--- config.mk ---
export PLATFORM = sky130hd
export DESIGN_NAME = shift_issue_stage_flat
export DESIGN_NICKNAME = d
export VERILOG_FILES = /design/src/rtl/shift_issue_stage_if.sv /design/src/rtl/shift_issue_stage.sv /design/src/flat_wrapper.sv
export SDC_FILE = /design/constraint.sdc
export NUM_CORES = 1
export LEC_CHECK = 0
export CORE_UTILIZATION = 44
export CTS_CLUSTER_DIAMETER = 60
export DETAILED_ROUTE_END_ITERATION = 7
export PLACE_DENSITY = 0.89
export SYNTH_ARGS = -nofsm -noshare
export SYNTH_HDL_FRONTEND = slang
export SYNTH_SLANG_ARGS = --single-unit
export TNS_END_PERCENT = 5
--- constraint.sdc ---
create_clock -name clk -period 2.9 [get_ports clk]
set_input_delay 0.87 -clock clk [delete_from_list [all_inputs] [get_ports clk]]
set_output_delay 0.87 -clock clk [all_outputs]
set_load 0.02 [all_outputs]
--- src/rtl/shift_issue_stage_if.sv ---
// Handshake bus around the shift issue stage.
//   Upstream side  : in_valid/in_ready with instr, rs_data, rt_data.
//   Downstream side: out_valid/out_ready with the sh_* shifter fields.
// modport slave  : the stage's own view.
// modport master : the environment's view (decoder plus shifter/writeback).
interface shift_issue_stage_if;
    logic        in_valid;
    logic        in_ready;
    logic [31:0] instr;
    logic [31:0] rs_data;
    logic [31:0] rt_data;
    logic        out_valid;
    logic        out_ready;
    logic [31:0] sh_a;
    logic [31:0] sh_b;
    logic        sh_aluc1;
    logic        sh_aluc0;
    logic [4:0]  sh_rd;
    logic        sh_wen;

    modport slave (
        input  in_valid, instr, rs_data, rt_data, out_ready,
        output in_ready, out_valid, sh_a, sh_b, sh_aluc1, sh_aluc0, sh_rd, sh_wen
    );

    modport master (
        output in_valid, instr, rs_data, rt_data, out_ready,
        input  in_ready, out_valid, sh_a, sh_b, sh_aluc1, sh_aluc0, sh_rd, sh_wen
    );
endinterface

--- src/rtl/shift_issue_stage.sv ---
// ID/EX stage ahead of the barrel shifter. It filters R-type words down to the
// six MIPS shifts, picks the shift amount, forms the 2-bit shifter opcode and
// hands the result on through a 2-entry skid buffer.
//   clk, rst  : clock, synchronous active-high reset (beats flush)
//   flush     : empties both entries; a word accepted in that cycle is lost
//   bus       : in_* upstream handshake, out_* / sh_* downstream handshake
//   drop_cnt  : saturating count of discarded non-shift words
module shift_issue_stage #(
    parameter int DROP_CNT_W = 8
) (
    input  logic                  clk,
    input  logic                  rst,
    input  logic                  flush,
    shift_issue_stage_if.slave    bus,
    output logic [DROP_CNT_W-1:0] drop_cnt
);

    typedef struct packed {
        logic [31:0] a;
        logic [31:0] b;
        logic [1:0]  op;
        logic [4:0]  rd;
        logic        wen;
    } sh_entry_t;

    sh_entry_t             r_main, r_skid, w_new;
    logic                  r_main_vld, r_skid_vld;
    logic [DROP_CNT_W-1:0] r_drop_cnt;

    logic       w_is_shift, w_use_rs, w_acc, w_push, w_drop, w_pop;
    logic [1:0] w_op;
    logic       w_unused_bits;

    // rs/rt field numbers and the high bits of rs_data play no part here.
    assign w_unused_bits = ^{bus.instr[25:16], bus.rs_data[31:5]};

    always_comb begin
        w_is_shift = 1'b0;
        w_use_rs   = 1'b0;
        w_op       = 2'b10;
        if (bus.instr[31:26] == 6'd0) begin
            case (bus.instr[5:0])
                6'b000000: begin w_is_shift = 1'b1; w_op = 2'b10; end
                6'b000010: begin w_is_shift = 1'b1; w_op = 2'b01; end
                6'b000011: begin w_is_shift = 1'b1; w_op = 2'b00; end
                6'b000100: begin w_is_shift = 1'b1; w_op = 2'b10; w_use_rs = 1'b1; end
                6'b000110: begin w_is_shift = 1'b1; w_op = 2'b01; w_use_rs = 1'b1; end
                6'b000111: begin w_is_shift = 1'b1; w_op = 2'b00; w_use_rs = 1'b1; end
                default:   w_is_shift = 1'b0;
            endcase
        end
    end

    always_comb begin
        w_new.a   = {27'd0, (w_use_rs ? bus.rs_data[4:0] : bus.instr[10:6])};
        w_new.b   = bus.rt_data;
        w_new.op  = w_op;
        w_new.rd  = bus.instr[15:11];
        w_new.wen = (bus.instr[15:11] != 5'd0);
    end

    // in_ready depends only on the registered skid flag, never on out_ready.
    assign w_acc  = bus.in_valid && !r_skid_vld;
    assign w_push = w_acc && w_is_shift && !flush;
    assign w_drop = w_acc && !w_is_shift && !flush;
    assign w_pop  = r_main_vld && bus.out_ready;

    always_ff @(posedge clk) begin
        if (rst) begin
            r_main     <= '0;
            r_skid     <= '0;
            r_main_vld <= 1'b0;
            r_skid_vld <= 1'b0;
        end else if (flush) begin
            r_main_vld <= 1'b0;
            r_skid_vld <= 1'b0;
        end else if (w_pop) begin
            if (r_skid_vld) begin
                r_main     <= r_skid;
                r_main_vld <= 1'b1;
                r_skid_vld <= w_push;
                if (w_push) r_skid <= w_new;
            end else begin
                r_main_vld <= w_push;
                if (w_push) r_main <= w_new;
            end
        end else if (!r_main_vld) begin
            r_main_vld <= w_push;
            if (w_push) r_main <= w_new;
        end else if (w_push) begin
            r_skid     <= w_new;
            r_skid_vld <= 1'b1;
        end
    end

    always_ff @(posedge clk) begin
        if (rst)
            r_drop_cnt <= '0;
        else if (w_drop && (r_drop_cnt != {DROP_CNT_W{1'b1}}))
            r_drop_cnt <= r_drop_cnt + 1'b1;
    end

    assign bus.in_ready  = !r_skid_vld;
    assign bus.out_valid = r_main_vld;
    assign bus.sh_a      = r_main.a;
    assign bus.sh_b      = r_main.b;
    assign bus.sh_aluc1  = r_main.op[1];
    assign bus.sh_aluc0  = r_main.op[0];
    assign bus.sh_rd     = r_main.rd;
    assign bus.sh_wen    = r_main.wen;
    assign drop_cnt      = r_drop_cnt;

endmodule

--- src/flat_wrapper.sv ---
// flat-port wrapper written by rule: the top's interface ports become plain ports
module shift_issue_stage_flat 
#(
    parameter int DROP_CNT_W = 8
)
  (clk, rst, flush, drop_cnt, bus_in_valid, bus_instr, bus_rs_data, bus_rt_data, bus_out_ready, bus_in_ready, bus_out_valid, bus_sh_a, bus_sh_b, bus_sh_aluc1, bus_sh_aluc0, bus_sh_rd, bus_sh_wen);
  shift_issue_stage_if bus_i ();
  input  logic clk;
  input  logic rst;
  input  logic flush;
  output logic [DROP_CNT_W-1:0] drop_cnt;
  input wire logic [$bits(bus_i.in_valid)-1:0] bus_in_valid;
  input wire logic [$bits(bus_i.instr)-1:0] bus_instr;
  input wire logic [$bits(bus_i.rs_data)-1:0] bus_rs_data;
  input wire logic [$bits(bus_i.rt_data)-1:0] bus_rt_data;
  input wire logic [$bits(bus_i.out_ready)-1:0] bus_out_ready;
  output wire logic [$bits(bus_i.in_ready)-1:0] bus_in_ready;
  output wire logic [$bits(bus_i.out_valid)-1:0] bus_out_valid;
  output wire logic [$bits(bus_i.sh_a)-1:0] bus_sh_a;
  output wire logic [$bits(bus_i.sh_b)-1:0] bus_sh_b;
  output wire logic [$bits(bus_i.sh_aluc1)-1:0] bus_sh_aluc1;
  output wire logic [$bits(bus_i.sh_aluc0)-1:0] bus_sh_aluc0;
  output wire logic [$bits(bus_i.sh_rd)-1:0] bus_sh_rd;
  output wire logic [$bits(bus_i.sh_wen)-1:0] bus_sh_wen;
  assign bus_i.in_valid = bus_in_valid;
  assign bus_i.instr = bus_instr;
  assign bus_i.rs_data = bus_rs_data;
  assign bus_i.rt_data = bus_rt_data;
  assign bus_i.out_ready = bus_out_ready;
  assign bus_in_ready = bus_i.in_ready;
  assign bus_out_valid = bus_i.out_valid;
  assign bus_sh_a = bus_i.sh_a;
  assign bus_sh_b = bus_i.sh_b;
  assign bus_sh_aluc1 = bus_i.sh_aluc1;
  assign bus_sh_aluc0 = bus_i.sh_aluc0;
  assign bus_sh_rd = bus_i.sh_rd;
  assign bus_sh_wen = bus_i.sh_wen;
  shift_issue_stage #(.DROP_CNT_W(DROP_CNT_W)) u_core (.clk(clk), .rst(rst), .flush(flush), .bus(bus_i), .drop_cnt(drop_cnt));
endmodule
[Yosys cells after proc, flatten, opt, wreduce, memory -nomap -nowiden]
Cells that the tools add are included.
Word-level totals
  bits in registers: 154
  input port bits: 101
  output and inout bits: 82
  word-level logic and storage cells: 68
Operators by class
  muxes and demuxes: 22
  equality and inequality tests: 8
  add/sub/neg operators: 1
  reductions and logical operators: 23
  bitwise operators: 1
Operators by type and width (number)
  72-bit two-way mux: 8
  6-bit by 3-bit == test with 1-bit output (second input constant): 3
  6-bit by 2-bit == test with 1-bit output (second input constant): 2
  6-bit logical NOT: 2
  1-bit two-way mux: 11
  8-bit by 1-bit adder with 8-bit output (second input constant): 1
  8-bit != test (second input constant): 1
  1-bit logical AND: 7
  2-bit OR reduction: 3
  6-bit OR reduction: 1
  5-bit two-way mux: 1
  5-bit nonzero test: 1
  2-bit one-hot mux with 2 select lines: 1
  2-bit AND reduction: 2
  2-bit nonzero test: 2
  1-bit logical NOT: 3
  3-bit AND reduction: 1
  3-bit OR reduction: 1
  2-bit two-way mux: 1
  2-bit by 1-bit != test with 1-bit output (second input constant): 1
  2-bit != test (second input constant): 1
  1-bit inverter: 1

[Logic depth before layout (Yosys ltp)]
Gate-level depths: netlist (run 1).
  depth in word-level cells: 9
  gate-level depth with buffers: 7
  mapped depth without buffers: 6

[Least setup slack after synthesis (run 1)]
Ideal clock, no wire load.
  kind: input -> register
  start: input port bus_instr[29]
  end: register u_core.r_skid[0] (netlist bit)
  path slack: 0.492 ns
  data arrival time: 2.280 ns
  path buffers: 1
  setup time: 0.128 ns
  required time: 2.772 ns
  cell stages on the path: 5
  cell sequence: or4_4 > nor4_4 > buf_4 > mux2i_1 > nor2_1
Between the ends
  longest elaborated chain between the ends: 7
  elaborated cells on any way between the ends: 8
  classes of those cells: 5 x mux; 3 x reduce/logical
RTL lines
  start: declaration: line flat_wrapper.sv:13  | input wire logic [$bits(bus_i.instr)-1:0] bus_instr;
  6-bit logical NOT *: line shift_issue_stage.sv:41  | if (bus.instr[31:26] == 6'd0) begin
  1-bit two-way mux *: line shift_issue_stage.sv:41
  1-bit logical AND * (2 in series): line shift_issue_stage.sv:64  | assign w_push = w_acc && w_is_shift && !flush;
  72-bit two-way mux *
  72-bit two-way mux, on equally long branches
  72-bit two-way mux *
  end signal: assignment: line shift_issue_stage.sv:82  | if (w_push) r_skid <= w_new;
  end signal: assignment: line shift_issue_stage.sv:91  | r_skid <= w_new;
  end: declaration: line shift_issue_stage.sv:26  | sh_entry_t r_main, r_skid, w_new;
Every way passes the cells marked *; elsewhere a longest branch is shown, timed or not. The select of a mux whose other input is x is not followed.
A chain may end at the register's enable or synchronous reset.

[Worst setup path after layout (run 1)]
  start: input port bus_instr[29]
  end: register u_core.r_main, in the netlist u_core.bus.sh_a[22]
Between the ends
  longest elaborated chain between the ends: 7
  elaborated cells on any way between the ends: 8
  classes of those cells: 5 x mux; 3 x reduce/logical
RTL lines
  6-bit logical NOT *: line shift_issue_stage.sv:41
  1-bit two-way mux *: line shift_issue_stage.sv:41
  1-bit logical AND * (2 in series): line shift_issue_stage.sv:64
  72-bit two-way mux *
  72-bit two-way mux, on equally long branches
  72-bit two-way mux *
  end signal: assignment: line shift_issue_stage.sv:79  | r_main <= r_skid;
  end signal: assignment: line shift_issue_stage.sv:85  | if (w_push) r_main <= w_new;
  end signal: assignment: line shift_issue_stage.sv:89  | if (w_push) r_main <= w_new;
  end: declaration: line shift_issue_stage.sv:26
Marked as above.

==> results.json, run 1 <==
{
  "cts.sinks": 127,
  "worst_pin_slew_ps": 836,
  "hold_violations": 0,
  "clock_path_buffers": 2,
  "synth.net_count": 598,
  "yosys_most_used_dff": "dfxtp_1",
  "async_reset_ff_share_pct": 0,
  "fin_util_pct": 68.0,
  "clk_latency_ps": 490,
  "antenna_found_initial": 0,
  "grt_pass1_vias": 4154,
  "drt-total-wl_um": 12400,
  "timing.setup.tns_ps": 0,
  "drive_gt1_share_pct": 14.6,
  "final_common_cell": "clkdlybuf4s50_1",
  "cts_setup_buffers": 0,
  "syn_inst": 496,
  "status": "completed",
  "h-tree-depth": 4,
  "end_kind": "flip-flop",
  "diodes": 0,
  "finalSetupViolations": 0,
  "wl_met2_um": 6170,
  "leakagePower_nw": 2.66,
  "dp_hpwl_um": 8550,
  "ys_ff_latch": 127,
  "place.gp.congestion": 0.791,
  "path_clk_slew_ps": 60,
  "cp-start-kind": "input port",
  "hold_buffers": 0,
  "netlist.area_leader.share_pct": 52.4,
  "ant_nets": 0,
  "post-route-min-period_ps": 2530,
  "port_buffers": 145,
  "dieArea_um2": 11500,
  "synth_area_per_cell_um2": 9.79,
  "dr.pass1.iters": 5,
  "area_growth_pct": 47.1,
  "numCtsBuffers": 17,
  "die_h_um": 107,
  "wl_met3_um": 885,
  "root_buffer": "clkbuf_8",
  "grt_max_degree": 69,
  "start_util_pct": 46.2,
  "crit_type": "input port to flip-flop",
  "fmax_mhz": 396,
  "cts_tree": "built",
  "rsz0062_at_grt": "no",
  "die_w_um": 107,
  "drc_errors": 0,
  "synth_top_area_cell": "dfxtp_1",
  "fin_worst_skew_ps": 5.39,
  "syn_area_um2": 4860,
  "cts_resized": 0,
  "period_share_pct": 87.1,
  "ys_top_cells_by_area": "dfxtp_1, nor2_1, mux2i_1",
  "synth_edf_count": 0,
  "finalMaxSlewViolations": 0,
  "cp_data_required_time_ps": 3280,
  "mostFrequentLayoutCells": "clkdlybuf4s50_1, nor2_1, dfxtp_1, mux2i_1, o221a_2",
  "grt_pass1_wl_um": 19900,
  "ir_drop_uv": 398,
  "gr-total-overflow": 0,
  "power_density_nw_per_um2": 563,
  "vias": 4221,
  "core_area_um2": 10500,
  "rows": 37,
  "arrival_ps": 2910,
  "drv_cap": 0,
  "ys_warn_count": 0,
  "ys_seq_area_share_pct": 52.4,
  "fin_nets": 753,
  "hp-class": "flip-flop to flip-flop",
  "path_max_fanout": 27,
  "vias_per_cell": 5.28,
  "wl_per_cell_um": 15.5,
  "fill_cells": 760,
  "top_level_ports": 183,
  "drt-initial-drc-count": 166,
  "grtUsageTotal_pct": 21.9,
  "routedLengthMet1_um": 5230,
  "top_layer": "met4",
  "synthDistinctLibCells": 43,
  "max_slew_margin_pct": 44.2
}
## per-stage QoR
stage | power [mW] | hold WS (ps) | cell area, um2 | cells | setup slack [ps]
floorplan | 1.85 | 450 | 4860 | 496 | 492
global placement | 1.97 | 442 | 6560 | 768 | -54.2
detailed placement | 1.98 | 443 | 6560 | 768 | -88.6
CTS | 4.05 | 461 | 7140 | 800 | 382
global route | 4.15 | 470 | 7140 | 800 | 218
finish | 4.02 | 457 | 7140 | 800 | 374
## cell families (layout without fill, tap and decap cells)
kind of cell               count (synthesis)  in the layout  share of synthesized area (%)
and+or+nand+nor                          209            209                           20.0
DFF                                      127            127                           52.4
buffers and inverters                     34            202                           3.07
AOI/OAI and AO/OA                         76             76                           14.4
xor gates and xnor gates                   5              5                          0.902
muxes                                     44             44                           9.07
adders and majority gates                  1              1                          0.258
## area by class of cell
cell class / count / area [um2] / area share (%)
Clock inverter: 13 / 153 / 2.14
Inverter: 3 / 11.3 / 0.158
Timing Repair Buffer: 167 / 1660 / 23.3
Multi-Input combinational cell: 335 / 2170 / 30.4
Tap cell: 136 / 170 / 2.38
Sequential cell: 127 / 2540 / 35.6
Clock buffer: 19 / 432 / 6.04
## flip-flops by register name (all words and copies together), names as in the netlist
signal	flops
u_core.r_skid	45
u_core.bus.sh_a	32
u_core.bus.sh_b	32
u_core.drop_cnt	8
u_core.bus.sh_rd	5
u_core.bus.out_valid	1
u_core.bus.sh_aluc0	1
u_core.bus.sh_aluc1	1
u_core.bus.sh_wen	1
u_core.r_skid_vld	1
## path summary, 6_finish.rpt
kind                   startpoint  slack (ps)             endpoint  cells after the start
max                 bus_instr[29]         370  u_core.bus.sh_a[22]                      8
min            u_core.bus.sh_a[7]         460   u_core.bus.sh_a[7]                      1
min reg2reg    u_core.bus.sh_a[7]         460   u_core.bus.sh_a[7]                      1
max reg2reg  u_core.bus.out_valid        1050   u_core.bus.sh_a[2]                      4
## metal layers
layer  vias up  global-route usage, %
met4         0                   6.36
met2       150                   38.1
met3        12                   6.87
li1       2059                      -
met1      2000                   25.6
met5         -                      0
## where the power goes
part,leakage [nW],internal [mW],switching (mW)
Combinational,1.36,0.108,0.0843
Sequential,1.02,1.75,0.00232
Clock,0.282,1.27,0.812
## critical path, stage by stage
cell and delay, ps:
clkdlybuf4s50_1 420, buf_4 140, nor4_2 300, nand3_1 270, o21ai_1 310, a21oi_1 160
buf_4 250, and2_1 170
## cell usage after synthesis (all sizes together), types with 6 or more instances
library cell,number
dfxtp,127
nor3,6
nand2,7
buf,10
a211oi,6
nand3,8
clkbuf,21
a21oi,11
mux2i,44
and2,27
nor2,137
o221a,38
No activity file was read; power rests on OpenSTA's default activity.
==> run 2: changes to the inputs <==
--- a/config.mk
+++ b/config.mk
@@ -12,4 +12,3 @@
 export SYNTH_ARGS = -nofsm -noshare
 export SYNTH_HDL_FRONTEND = slang
 export SYNTH_SLANG_ARGS = --single-unit
-export TNS_END_PERCENT = 5
==> results of run 2 <==
Same layout as run 1: the final DEF is identical, and so are final timing and power.
